### config.mk
export PLATFORM = sky130hd
export DESIGN_NAME = icache_line_decomp
export DESIGN_NICKNAME = d
export VERILOG_FILES = /design/src/rtl/icache_comp_pkg.sv /design/src/rtl/comp_dict_ram.sv /design/src/rtl/icache_line_decomp.sv
export SDC_FILE = /design/constraint.sdc
export NUM_CORES = 1
export LEC_CHECK = 0
export CAP_MARGIN = 5
export CORE_MARGIN = 2
export CORE_UTILIZATION = 45
export DETAILED_ROUTE_END_ITERATION = 8
export DONT_BUFFER_PORTS = 1
export PLACE_DENSITY_LB_ADDON = 0.2
export SLEW_MARGIN = 0
export SYNTH_ARGS = -nofsm -noshare
export SYNTH_HDL_FRONTEND = slang
export SYNTH_HIERARCHICAL = 1
export SYNTH_SLANG_ARGS = --single-unit
### constraint.sdc
create_clock -name clk -period 9.92 [get_ports clk]
set_input_delay 1.984 -clock clk [delete_from_list [all_inputs] [get_ports clk]]
set_output_delay 1.984 -clock clk [all_outputs]
set_load 0.02 [all_outputs]
### src/rtl/icache_comp_pkg.sv
// Shared types and constants for the compressed instruction-cache line decompressor.
package icache_comp_pkg;

    typedef enum logic [2:0] {
        IDLE,
        LAT,
        FETCH,
        DECODE,
        DONE
    } state_t;

    typedef enum logic [1:0] {
        PH_TOKEN,
        PH_RAW_LO,
        PH_RAW_HI
    } phase_t;

    localparam int TOK_RAW_BIT = 15;
    localparam int TOK_IDX_LSB = 0;

    localparam logic [31:0] DEF_LAT_BASE = 32'h0001_0000;

endpackage

### src/rtl/comp_dict_ram.sv
// Decompression dictionary: one synchronous write port, one combinational read port.
// A read of the entry being written in the same cycle returns the old contents.
module comp_dict_ram #(
    parameter int ADDR_BITS = 4
) (
    input  logic                 clk,
    input  logic                 we,
    input  logic [ADDR_BITS-1:0] waddr,
    input  logic [31:0]          wdata,
    input  logic [ADDR_BITS-1:0] raddr,
    output logic [31:0]          rdata
);

    logic [31:0] mem [2**ADDR_BITS];

    always_ff @(posedge clk) begin
        if (we) mem[waddr] <= wdata;
    end

    assign rdata = mem[raddr];

endmodule

### src/rtl/icache_line_decomp.sv
// Refills one I-cache line by walking a line address table and decoding 16-bit tokens.
// Optional LAST_LINE_BUF_EN: replays the last completed line without touching memory.
//
// state  | meaning
// IDLE   | wait for a fill request, capture its address
// LAT    | read the line address table entry -> fetch pointer
// FETCH  | read one compressed word at the fetch pointer
// DECODE | consume one halfword per cycle, low half first
// DONE   | one-cycle line_req_ready pulse with the finished line
module icache_line_decomp
    import icache_comp_pkg::*;
#(
    parameter int          NUM_BLOCKS = 4,
    parameter int          BLOCK_SIZE = 4,
    parameter int          DICT_BITS  = 4,
    parameter logic [31:0] LAT_BASE   = DEF_LAT_BASE
) (
    input  logic                                clk,
    input  logic                                resetn,
    input  logic                                line_req_valid,
    output logic                                line_req_ready,
    input  logic [31:0]                         line_req_addr,
    output logic [8*BLOCK_SIZE*NUM_BLOCKS-1:0]  line_rdata,
    output logic                                dmem_valid,
    input  logic                                dmem_ready,
    output logic [31:0]                         dmem_addr,
    input  logic [31:0]                         dmem_rdata,
    input  logic                                dict_we,
    input  logic [DICT_BITS-1:0]                dict_waddr,
    input  logic [31:0]                         dict_wdata
);

    localparam int LINE_W   = 8*BLOCK_SIZE*NUM_BLOCKS;
    localparam int OFF_BITS = $clog2(NUM_BLOCKS*BLOCK_SIZE);
    localparam int SLOT_W   = (NUM_BLOCKS > 1) ? $clog2(NUM_BLOCKS) : 1;
    localparam logic [SLOT_W-1:0] LAST_SLOT = SLOT_W'(NUM_BLOCKS-1);

    state_t              state, state_n;
    phase_t              phase;
    logic                hw;
    logic [31:0]         req_addr, ptr, word_buf, lat_addr, slot_val, dict_rdata;
    logic [15:0]         half, raw_lo;
    logic [SLOT_W-1:0]   slot_idx;
    logic [LINE_W-1:0]   slot_buf, slot_buf_n;
    logic                slot_wr, lbuf_hit, fill_done;

    comp_dict_ram #(.ADDR_BITS(DICT_BITS)) u_dict (
        .clk   (clk),
        .we    (dict_we),
        .waddr (dict_waddr),
        .wdata (dict_wdata),
        .raddr (half[TOK_IDX_LSB +: DICT_BITS]),
        .rdata (dict_rdata)
    );

    assign half      = hw ? word_buf[31:16] : word_buf[15:0];
    assign lat_addr  = LAT_BASE + ((req_addr >> OFF_BITS) << 2);
    assign fill_done = (state == DECODE) && (state_n == DONE);

`ifdef LAST_LINE_BUF_EN
    logic        lbuf_valid;
    logic [31:0] lbuf_addr;

    assign lbuf_hit = lbuf_valid && (line_req_addr == lbuf_addr);

    // line_rdata itself holds the retained line; only the tag lives here
    always_ff @(posedge clk) begin
        if (!resetn || dict_we) begin
            lbuf_valid <= 1'b0;
        end else if (fill_done) begin
            lbuf_valid <= 1'b1;
            lbuf_addr  <= req_addr;
        end
    end
`else
    assign lbuf_hit = 1'b0;
`endif

    always_ff @(posedge clk) begin
        if (!resetn) state <= IDLE;
        else         state <= state_n;
    end

    always_comb begin
        state_n        = state;
        dmem_valid     = 1'b0;
        dmem_addr      = '0;
        line_req_ready = 1'b0;
        slot_wr        = 1'b0;
        slot_val       = dict_rdata;
        case (state)
            IDLE: begin
                if (line_req_valid) state_n = lbuf_hit ? DONE : LAT;
            end
            LAT: begin
                dmem_valid = 1'b1;
                dmem_addr  = lat_addr;
                if (dmem_ready) state_n = line_req_valid ? FETCH : IDLE;
            end
            FETCH: begin
                dmem_valid = 1'b1;
                dmem_addr  = ptr;
                if (dmem_ready) state_n = line_req_valid ? DECODE : IDLE;
            end
            DECODE: begin
                if (!line_req_valid) begin
                    state_n = IDLE;
                end else begin
                    if (phase == PH_TOKEN && half[TOK_RAW_BIT]) slot_wr = 1'b1;
                    if (phase == PH_RAW_HI) begin
                        slot_wr  = 1'b1;
                        slot_val = {half, raw_lo};
                    end
                    if (slot_wr && slot_idx == LAST_SLOT) state_n = DONE;
                    else if (hw)                          state_n = FETCH;
                end
            end
            DONE: begin
                line_req_ready = 1'b1;
                state_n        = IDLE;
            end
            default: state_n = IDLE;
        endcase

        slot_buf_n = slot_buf;
        if (slot_wr) slot_buf_n[32*slot_idx +: 32] = slot_val;
    end

    always_ff @(posedge clk) begin
        slot_buf <= slot_buf_n;
    end

    always_ff @(posedge clk) begin
        if (!resetn) begin
            line_rdata <= '0;
            req_addr   <= '0;
            ptr        <= '0;
            word_buf   <= '0;
            raw_lo     <= '0;
            hw         <= 1'b0;
            phase      <= PH_TOKEN;
            slot_idx   <= '0;
        end else begin
            case (state)
                IDLE: begin
                    if (line_req_valid) begin
                        req_addr <= line_req_addr;
                        slot_idx <= '0;
                        phase    <= PH_TOKEN;
                        hw       <= 1'b0;
                    end
                end
                LAT: begin
                    if (dmem_ready) ptr <= {dmem_rdata[31:2], 2'b00};
                end
                FETCH: begin
                    if (dmem_ready) begin
                        word_buf <= dmem_rdata;
                        ptr      <= ptr + 32'd4;
                        hw       <= 1'b0;
                    end
                end
                DECODE: begin
                    if (line_req_valid) begin
                        hw <= ~hw;
                        if (slot_wr) slot_idx <= slot_idx + SLOT_W'(1);
                        // a raw slot spans the next two halfwords, possibly across a fetch
                        case (phase)
                            PH_TOKEN:  if (!half[TOK_RAW_BIT]) phase <= PH_RAW_LO;
                            PH_RAW_LO: begin
                                raw_lo <= half;
                                phase  <= PH_RAW_HI;
                            end
                            default:   phase <= PH_TOKEN;
                        endcase
                    end
                end
                default: ;
            endcase
            if (fill_done) line_rdata <= slot_buf_n;
        end
    end

endmodule

# --- Word level (Yosys, flattened, before mapping) ---
# Memory sizes are Yosys's and may differ from the RTL's.
# Cells that the tools add are included.
classes:
  add_sub_neg: 4
  eq_ne: 14
  n_shift: 2
  n_mux: 41
  bitwise: 1
  n_reduce_logical: 16
ops:
  columns: ["op", "count"]
  rows:
  - ["2-to-1 mux 32 bit", 5]
  - ["bitwise mux 128 bit", 1]
  - ["2-to-1 mux 128 bit", 1]
  - ["case mux 32 bit (2 select lines)", 2]
  - ["variable shift 32 x 34 -> 128 bit (first input constant)", 1]
  - ["indexed part select 32 x 34 -> 128 bit", 1]
  - ["negator 7 -> 34 bit", 1]
  - ["adder 32 x 3 -> 32 bit (second input constant)", 1]
  - ["adder 17 x 30 -> 31 bit (first input constant)", 1]
  - ["2-to-1 mux 3 bit", 6]
  - ["2-to-1 mux 16 bit", 1]
  - ["2-to-1 mux 2 bit", 7]
  - ["2-to-1 mux 1 bit", 13]
  - ["case mux 2 bit (2 select lines)", 3]
  - ["case mux 3 bit (4 select lines)", 1]
  - ["AND reduction 4 bit", 3]
  - ["!= test 2 bit (second input constant)", 5]
  - ["equality test 3 x 2 -> 1 bit (second input constant)", 2]
  - ["equality test 3 bit (second input constant)", 2]
  - ["AND reduction 3 bit", 2]
  - ["equality test 2 bit (second input constant)", 2]
  - ["AND reduction 2 bit", 2]
  - ["nonzero test 2 bit", 2]
  - ["equality test 3 x 1 -> 1 bit (second input constant)", 1]
  - ["other kinds (10)", 12]
totals:
  register_bits: 376
  ram_bits: 512
  out_inout_bits: 162
  n_memories: 1
mem_list:
  columns: ["name", "depth", "width", "read_ports", "rd_clocked_by_memory_dff", "wr", "line", "rtl"]
  rows:
  - ["u_dict.mem", 16, 32, 1, 0, 1, "comp_dict_ram.sv:14", "logic [31:0] mem [2**ADDR_BITS];"]

# --- Depth between registers and ports, before layout ---
# Gate-level depths: netlist of the first run.
logic_depth:
  word_depth: 12
  depth_mapped: 10
  mapped_depth_nobuf: 7

# --- Modules after synthesis ---
# The synthesis of the first run kept the hierarchy.
modules_own_cells:
  columns: ["module", "instances", "cells_each", "area_each_um2"]
  rows:
  - ["comp_dict_ram", 1, 806, 19194.7]
  - ["icache_line_decomp", 1, 1558, 13535.5]

# --- Least setup slack after synthesis of the first run ---
# Ideal clock, no wire load.
synth_path:
  kind: "in2reg"
  startpoint: "input port dict_waddr[2]"
  endpoint: "memory u_dict.mem[0][0], enable pin"
  t_arrival_ns: 4.702
  slack_ns: 4.756
  path_stages: 2
  n_path_buf: 0
  path_cell_list: "or3b_2 nor3_1"
synth_rtl:
  columns: ["element", "line", "rtl"]
  rows:
  - ["start: declaration", "icache_line_decomp.sv:29", "input logic [DICT_BITS-1:0] dict_waddr,"]
  - ["end: declaration", "comp_dict_ram.sv:14", null]
# Straight into the memory's write port.

# --- Worst setup path in the final report of the first run ---
layout_path:
  startpoint: "register state[0]"
  endpoint: "output port dmem_addr[30]"
layout_between:
  elab_chain_len: 2
  elab_cells_between_ends: 3
  classes_between: "eq/ne (2); mux (1)"
layout_lines:
  columns: ["element", "line", "rtl"]
  rows:
  - ["start: declaration", "icache_line_decomp.sv:38", "state_t state, state_n;"]
  - ["start signal: assignment", "icache_line_decomp.sv:81", "else state <= state_n;"]
  - ["equality test 3 x 2 -> 1 bit / equality test 3 x 1 -> 1 bit (equally long branches)", "icache_line_decomp.sv:91", "case (state)"]
  - ["case mux 32 bit (2 select lines) (*)", "icache_line_decomp.sv:91", null]
  - ["end: declaration", "icache_line_decomp.sv:26", "output logic [31:0] dmem_addr,"]
# Mark *: on every way between the ends. The rest lies on a longest branch, timed or not.

==> impl_metrics.json, run 1 <==
{
  "rows": 98,
  "gp_congestion": 0.870,
  "syn-cell-area_um2": 32700,
  "slew_headroom": 0.193,
  "switchingPower_mw": 1.52,
  "io_buffer_count": 0,
  "power_frac_comb": 0.026,
  "hold_buffers": 0,
  "final_util": 0.509,
  "clk_pin_slew_ns": 0.06,
  "hold_viol": 0,
  "drtAntennaViolNets": 0,
  "slew_viol_final": 0,
  "ir_worst_vdd_uv": 153,
  "rsz0062_at_grt": "no",
  "drt_iter0_drc": 1859,
  "netlist.top_cell.by_area": "edfxtp_1",
  "syn_avg_cell_area_um2": 13.8,
  "worst_slew_pin_slew_ns": 1.21,
  "track_usage": 0.221,
  "slowest_stage": "nor2_1",
  "period_share": 0.529,
  "drt_wl_total_um": 83800,
  "fin_worst_skew_ns": 0.0193,
  "crit_chain": "nand2b_1 > nor2_1 > nand3_1 > o21ai_0",
  "area_growth_pct": 11.6,
  "drive_gt1_frac": 0.152,
  "final.fill_count": 6053,
  "die_area_um2": 74900,
  "yosysSeqAreaShare": 0.676,
  "post_drt_via_cell_ratio": 5.88,
  "drc": 0,
  "clkPwrFrac": 0.444,
  "crit_buf_inv": 0,
  "path_max_fanout": 18,
  "p_leak_nw": 12.4,
  "timing.setup.tns_ns": 0,
  "synth_edf_count": 512,
  "layout_common_cells": "512 x edfxtp_1, 338 x dfxtp_1, 290 x nand2_1",
  "place_hpwl_um": 50300,
  "grt_antenna_before_repair": 0,
  "vias": 19727,
  "cts_buffers": 88,
  "synth_top_area_frac": 0.470,
  "clock_path_buffers": 3,
  "first_pass_iters": 5,
  "outcome": "completed",
  "overflow": 0,
  "min_period_ns": 5.24,
  "cts_setup_buffers": 0,
  "powerDensity_nw_per_um2": 198,
  "wl_per_cell_um": 25.0,
  "fmax_ghz": 0.191,
  "hold_class": "flop to flop",
  "core_um2": 71700,
  "io_pins": 267,
  "start_util": 0.456,
  "asyncSetResetFlopFracSynth": 0,
  "critical_path.top_delay_family": "simple AND/OR/NAND/NOR gates",
  "grt_max_degree": 117,
  "cts-root-buf": "clkbuf_16",
  "cts-resized-gates": 0,
  "grt_pass1_wl_um": 124000,
  "htree_num_levels": 3,
  "fp.dieW_um": 274,
  "crit_required_ns": 7.94,
  "dieHeight_um": 274,
  "crit_type": "flop to primary output",
  "fin_nets": 2450,
  "yosys_warnings": 6,
  "cts_tree": "done",
  "synthCells": 2364,
  "ys_dominant_reg_cell": "edfxtp_1",
  "drv_cap": 0,
  "cts_num_sinks": 850,
  "p_int_mw": 5.71,
  "ys_types": 70,
  "ys_top_cells_by_area": "edfxtp_1 47%, dfxtp_1 21%, mux4_2 8.8%, nand2_1 3.3%, o21ai_0 2.5%",
  "antennaDiodeCount": 0,
  "setup_viol": 0,
  "grt_pass1_vias": 19462,
  "pwr-share-seq": 0.530,
  "p_sw_frac": 0.210,
  "slowest_delay_ns": 0.94,
  "ys_ff_latch": 850,
  "critPathLaunchType": "flop",
  "clk-insertion-delay-late_ns": 0.64,
  "p_total_mw": 7.23,
  "end_kind": "primary output",
  "arrival_ns": 3.26,
  "final_common_cell": "edfxtp_1"
}
==> flip-flops by register name (all words and copies together), names as in the netlist <==
name and cells:
hw 1, req_addr 28, ptr 30, phase 2, line_rdata 128, u_dict/mem 512, slot_idx 2, word_buf 32
slot_buf 96, raw_lo 16, state 3
==> cell type report <==
| cell class | instances | area [µm²] | area share |
|---|---|---|---|
| repair buffers | 41 | 308 | 0.00843 |
| well taps | 950 | 1190 | 0.0326 |
| clock inverters | 41 | 337 | 0.00922 |
| multi-input cells | 1268 | 9710 | 0.266 |
| flip-flops and latches | 850 | 22100 | 0.606 |
| inverters | 89 | 335 | 0.00918 |
| clock buffers | 118 | 2490 | 0.0682 |
==> cells by family after synthesis <==
| kind of cell | after synthesis | share of synthesized area |
|---|---|---|
| AO/OA/AOI/OAI | 589 | 0.115 |
| flip-flops | 850 | 0.676 |
| multiplexers | 182 | 0.105 |
| buffers and inverters | 247 | 0.0316 |
| adder cells (fa/ha/maj) | 7 | 0.00268 |
| AND/OR/NAND/NOR | 475 | 0.0659 |
| other | 1 | 0.000115 |
| XOR/XNOR | 13 | 0.00348 |
==> synthesized netlist by cell type, drive strengths merged, types with 3 or more instances <==
master	count
xor2	8
nand2	290
or4	4
mux2i	48
o21ai	189
ha	7
buf	65
nor3b	3
nand4	13
nand3	30
o31ai	5
a21oi	156
dfxtp	338
o22ai	8
xnor2	5
and2	6
a22oi	72
nor3	13
a2bb2oi	64
clkbuf	93
nor2b	8
edfxtp	512
o211a	6
mux2	6
and4	5
nor2	62
nor4	7
a31oi	5
o31a	6
o21ba	27
inv	89
mux4	128
and3	12
a211oi	16
nand2b	13
a22o	17
==> power groups by stage <==
stage / sequential [mW] / clock, mW / combinational, mW
2_1_floorplan: 3.89 / 0 / 0.141
3_3_place_gp: 3.90 / 0 / 0.187
3_5_place_dp: 3.91 / 0 / 0.191
4_1_cts: 3.83 / 3.27 / 0.191
5_1_grt: 3.84 / 3.41 / 0.206
6_report: 3.83 / 3.21 / 0.191
==> worst paths after layout <==
check | startpoint | end | slack (ns) | cells past startpoint
min reg2reg | slot_buf[44] | slot_buf[44] | 0.45 | 2
max | state[0] | dmem_addr[30] | 4.68 | 4
min | slot_buf[44] | slot_buf[44] | 0.45 | 2
max reg2reg | hw | line_rdata[9] | 5.28 | 10
==> per-layer routing <==
layer / part of all wire / GRT usage / vias to the layer above
met2: 0.47 / 0.354 / 623
met1: 0.43 / 0.302 / 10113
li1: - / - / 8841
met4: 0.029 / 0.0674 / 0
met5: 0 / 0 / -
met3: 0.071 / 0.0504 / 150
==> worst min-delay path, cell delays in order (launching register included) <==
cell	delay [ns]
dfxtp_1	0.31
a2bb2oi_1	0.06
inv_1	0.05
==> per-stage QoR <==
stage	setup WS (ns)	hold slack [ns]	cells	cell area (µm²)
6_report	4.68	0.445	3357	36500
5_1_grt	4.41	0.461	3357	36500
4_1_cts	4.65	0.446	3357	36500
3_5_place_dp	5.13	0.430	3198	33700
3_3_place_gp	5.20	0.424	3198	33700
2_1_floorplan	4.76	0.416	2365	32700
Note: power is estimated with default switching activity, not from simulation.
==> run 2: changes to the inputs <==
--- a/config.mk
+++ b/config.mk
@@ -5,6 +5,7 @@
 export SDC_FILE = /design/constraint.sdc
 export NUM_CORES = 1
 export LEC_CHECK = 0
+export ABC_AREA = 1
 export CAP_MARGIN = 5
 export CORE_MARGIN = 2
 export CORE_UTILIZATION = 45
==> constraint.sdc (replaced) <==
create_clock -name clk -period 4.6 [get_ports clk]
set_input_delay 0.92 -clock clk [delete_from_list [all_inputs] [get_ports clk]]
set_output_delay 0.92 -clock clk [all_outputs]
set_load 0.02 [all_outputs]
==> run 2 against run 1 <==
Against the previous run: final cell count rose by 70%; die area grew 18%; clock skew is 0.0067 ns higher; utilization down 0.88 points; combinational power grew to 9.4 times the previous value.
==> impl_metrics.json, run 2 <==
{
  "outcome": "completed",
  "vias": 28723,
  "grt_pass1_vias": 26386,
  "drtAntennaViolNets": 0,
  "drt_iter0_drc": 2556,
  "slew_headroom": 0.247,
  "p_sw_frac": 0.251,
  "fp.dieW_um": 297,
  "cts_buffers": 96,
  "cts_num_sinks": 882,
  "worst_slew_pin_slew_ns": 1.13,
  "netlist.top_cell.by_area": "edfxtp_1",
  "slew_viol_final": 0,
  "yosys_warnings": 6,
  "slowest_delay_ns": 0.67,
  "yosysSeqAreaShare": 0.589,
  "drive_gt1_frac": 0.0513,
  "area_growth_pct": 10.1,
  "slowest_stage": "o32ai_1",
  "cts_tree": "done",
  "gp_congestion": 0.883,
  "path_max_fanout": 4,
  "drc": 0,
  "clock_path_buffers": 3,
  "pwr-share-seq": 0.478,
  "layout_common_cells": "1375 x nand2_1, 702 x inv_1, 609 x nand3_1",
  "crit_type": "flop to primary output",
  "synthCells": 4594,
  "reg.largest.list": "u_dict/mem (512), line_rdata (128), slot_buf (128)",
  "core_um2": 85100,
  "crit_required_ns": 3.68,
  "grt_pass1_wl_um": 159000,
  "ys_types": 37,
  "switchingPower_mw": 4.51,
  "fin_nets": 4617,
  "grt_max_degree": 144,
  "largest_reg_flops": 512,
  "clkPwrFrac": 0.422,
  "dieHeight_um": 297,
  "post_drt_via_cell_ratio": 5.02,
  "hold_class": "primary input to flop",
  "final_common_cell": "nand2_1",
  "fmax_ghz": 0.264,
  "io_buffer_count": 0,
  "synth_most_common_cell": "nand2_1",
  "grt_antenna_before_repair": 0,
  "period_share": 0.822,
  "drt_wl_total_um": 104000,
  "ys_ff_latch": 882,
  "p_int_mw": 13.4,
  "synth_top_area_frac": 0.397,
  "power_frac_comb": 0.100,
  "syn_avg_cell_area_um2": 8.42,
  "cts_setup_buffers": 0,
  "crit_chain": "ha_1 > nand3_1 > nor2_1 > nand2_1 > nor2_1 > nand3_1 > o32ai_1",
  "cts-resized-gates": 0,
  "crit_buf_inv": 0,
  "end_kind": "primary output",
  "ys_top_cells_by_area": "edfxtp_1 40%, dfxtp_1 19%, nand2_1 13%, nand3_1 7.9%, inv_1 6.9%",
  "arrival_ns": 2.86,
  "synth_common_cells": "1376 x nand2_1, 706 x inv_1, 609 x nand3_1, 512 x edfxtp_1, 410 x nor2_1",
  "place_hpwl_um": 63400,
  "timing.setup.tns_ns": 0,
  "clk_pin_slew_ns": 0.06,
  "io_pins": 267,
  "ir_worst_vdd_uv": 351,
  "critical_path.top_delay_family": "simple AND/OR/NAND/NOR gates",
  "rsz0062_at_grt": "no",
  "track_usage": 0.231,
  "setup_viol": 0,
  "min_period_ns": 3.78,
  "wl_per_cell_um": 18.2,
  "p_leak_nw": 18.9,
  "die_area_um2": 88300,
  "rows": 107,
  "cts-root-buf": "clkbuf_16",
  "hold_buffers": 0,
  "clk-insertion-delay-late_ns": 0.67,
  "hold_viol": 0,
  "largest_register": "u_dict/mem",
  "syn-cell-area_um2": 38700,
  "ys_dominant_reg_cell": "edfxtp_1",
  "powerDensity_nw_per_um2": 421,
  "start_util": 0.454,
  "first_pass_iters": 5,
  "reg2reg_slack_ns": 0.96,
  "fin_worst_skew_ns": 0.0260,
  "overflow": 0,
  "antennaDiodeCount": 0,
  "htree_num_levels": 3,
  "final_util": 0.500,
  "synth_edf_count": 512,
  "critPathLaunchType": "flop",
  "asyncSetResetFlopFracSynth": 0,
  "drv_cap": 0
}
## run 2: cell types whose count changed in the layout (fill, tap and decap cells not counted), moves of 19 or more
cell and change:
nor2_1 +347, a22oi_1 -72, o21ai_0 -37, inv_1 +614
nand3b_1 +19, mux4_2 -128, nand2_1 +1085, o21ai_1 -23
mux2i_1 -48, a21oi_1 -73, dfxtp_1 +32, a2bb2oi_1 -64
nand3_1 +579, o21ba_2 -21
## run 2: per-stage QoR
stage                     power (mW)  hold slack, ns  setup slack (ns)  instances  cell area [µm²]
after floorplan                 9.98           0.422              1.69       4595            38700
final                           17.9           0.351             0.818       5722            42600
after global routing            18.6           0.328             0.661       5722            42600
after detailed placement        10.5           0.435             0.938       5551            39500
after global placement          10.5           0.431             0.949       5551            39500
after CTS                       18.1           0.312             0.819       5722            42600
## run 2: cell type report
cell class                 instances  area [µm²]
clock inverter                    37         402
tap                             1144        1430
timing repair buffer              55         601
fill                            8037       42600
inverter                         716        2710
multi-input combinational       2754       12000
sequential                       882       22800
clock buffer                     134        2670
## run 2: power groups by stage
stage / combinational [mW] / sequential (mW) / clock, mW
floorplan: 1.27 / 8.72 / 0
global placement: 1.77 / 8.73 / 0
detailed placement: 1.78 / 8.73 / 0
CTS: 1.79 / 8.57 / 7.70
global route: 1.98 / 8.58 / 8.03
finish: 1.79 / 8.57 / 7.57
## run 2: kinds of logic after synthesis
kind of cell / Yosys count / synth area share
flip-flops: 882 / 0.589
XOR/XNOR: 2 / 0.000453
other: 1 / 0.0000969
buffers and inverters: 959 / 0.104
AND/OR/NAND/NOR: 2469 / 0.265
AO/OA/AOI/OAI: 274 / 0.0385
adder cells (fa/ha/maj): 7 / 0.00226
## run 2: worst paths after layout
check | start | cells after the start | end
max | req_addr[18] | 7 | dmem_addr[30]
min | dict_wdata[7] | 0 | u_dict/mem[11][7]
max reg2reg | hw | 18 | line_rdata[54]
min reg2reg | slot_buf[43] | 2 | slot_buf[43]
## run 2: worst register-to-register path, cell delays in order, from the launching register on
cell     delay [ns]
dfxtp_1        0.47
o21ai_0        0.69
inv_6          0.11
inv_6          0.35
buf_12         0.31
nand2_1        0.09
nand2_1        0.06
nand2_1        0.05
nand3_1        0.12
nand3_1        0.08
nand2_1        0.26
inv_1          0.11
nand2_1        0.10
nand3_1        0.27
nor2_1         0.24
nand2_1        0.10
nand3_1        0.09
nand2_1        0.06
inv_1          0.04
## run 2: per-layer routing
layer  track usage  vias to the layer above  routed length (µm)
li1              -                    14355                   -
met5             0                        -                   0
met1         0.308                    13441               45200
met4        0.0641                        0                2410
met3        0.0378                      129                6200
met2         0.388                      798               50100
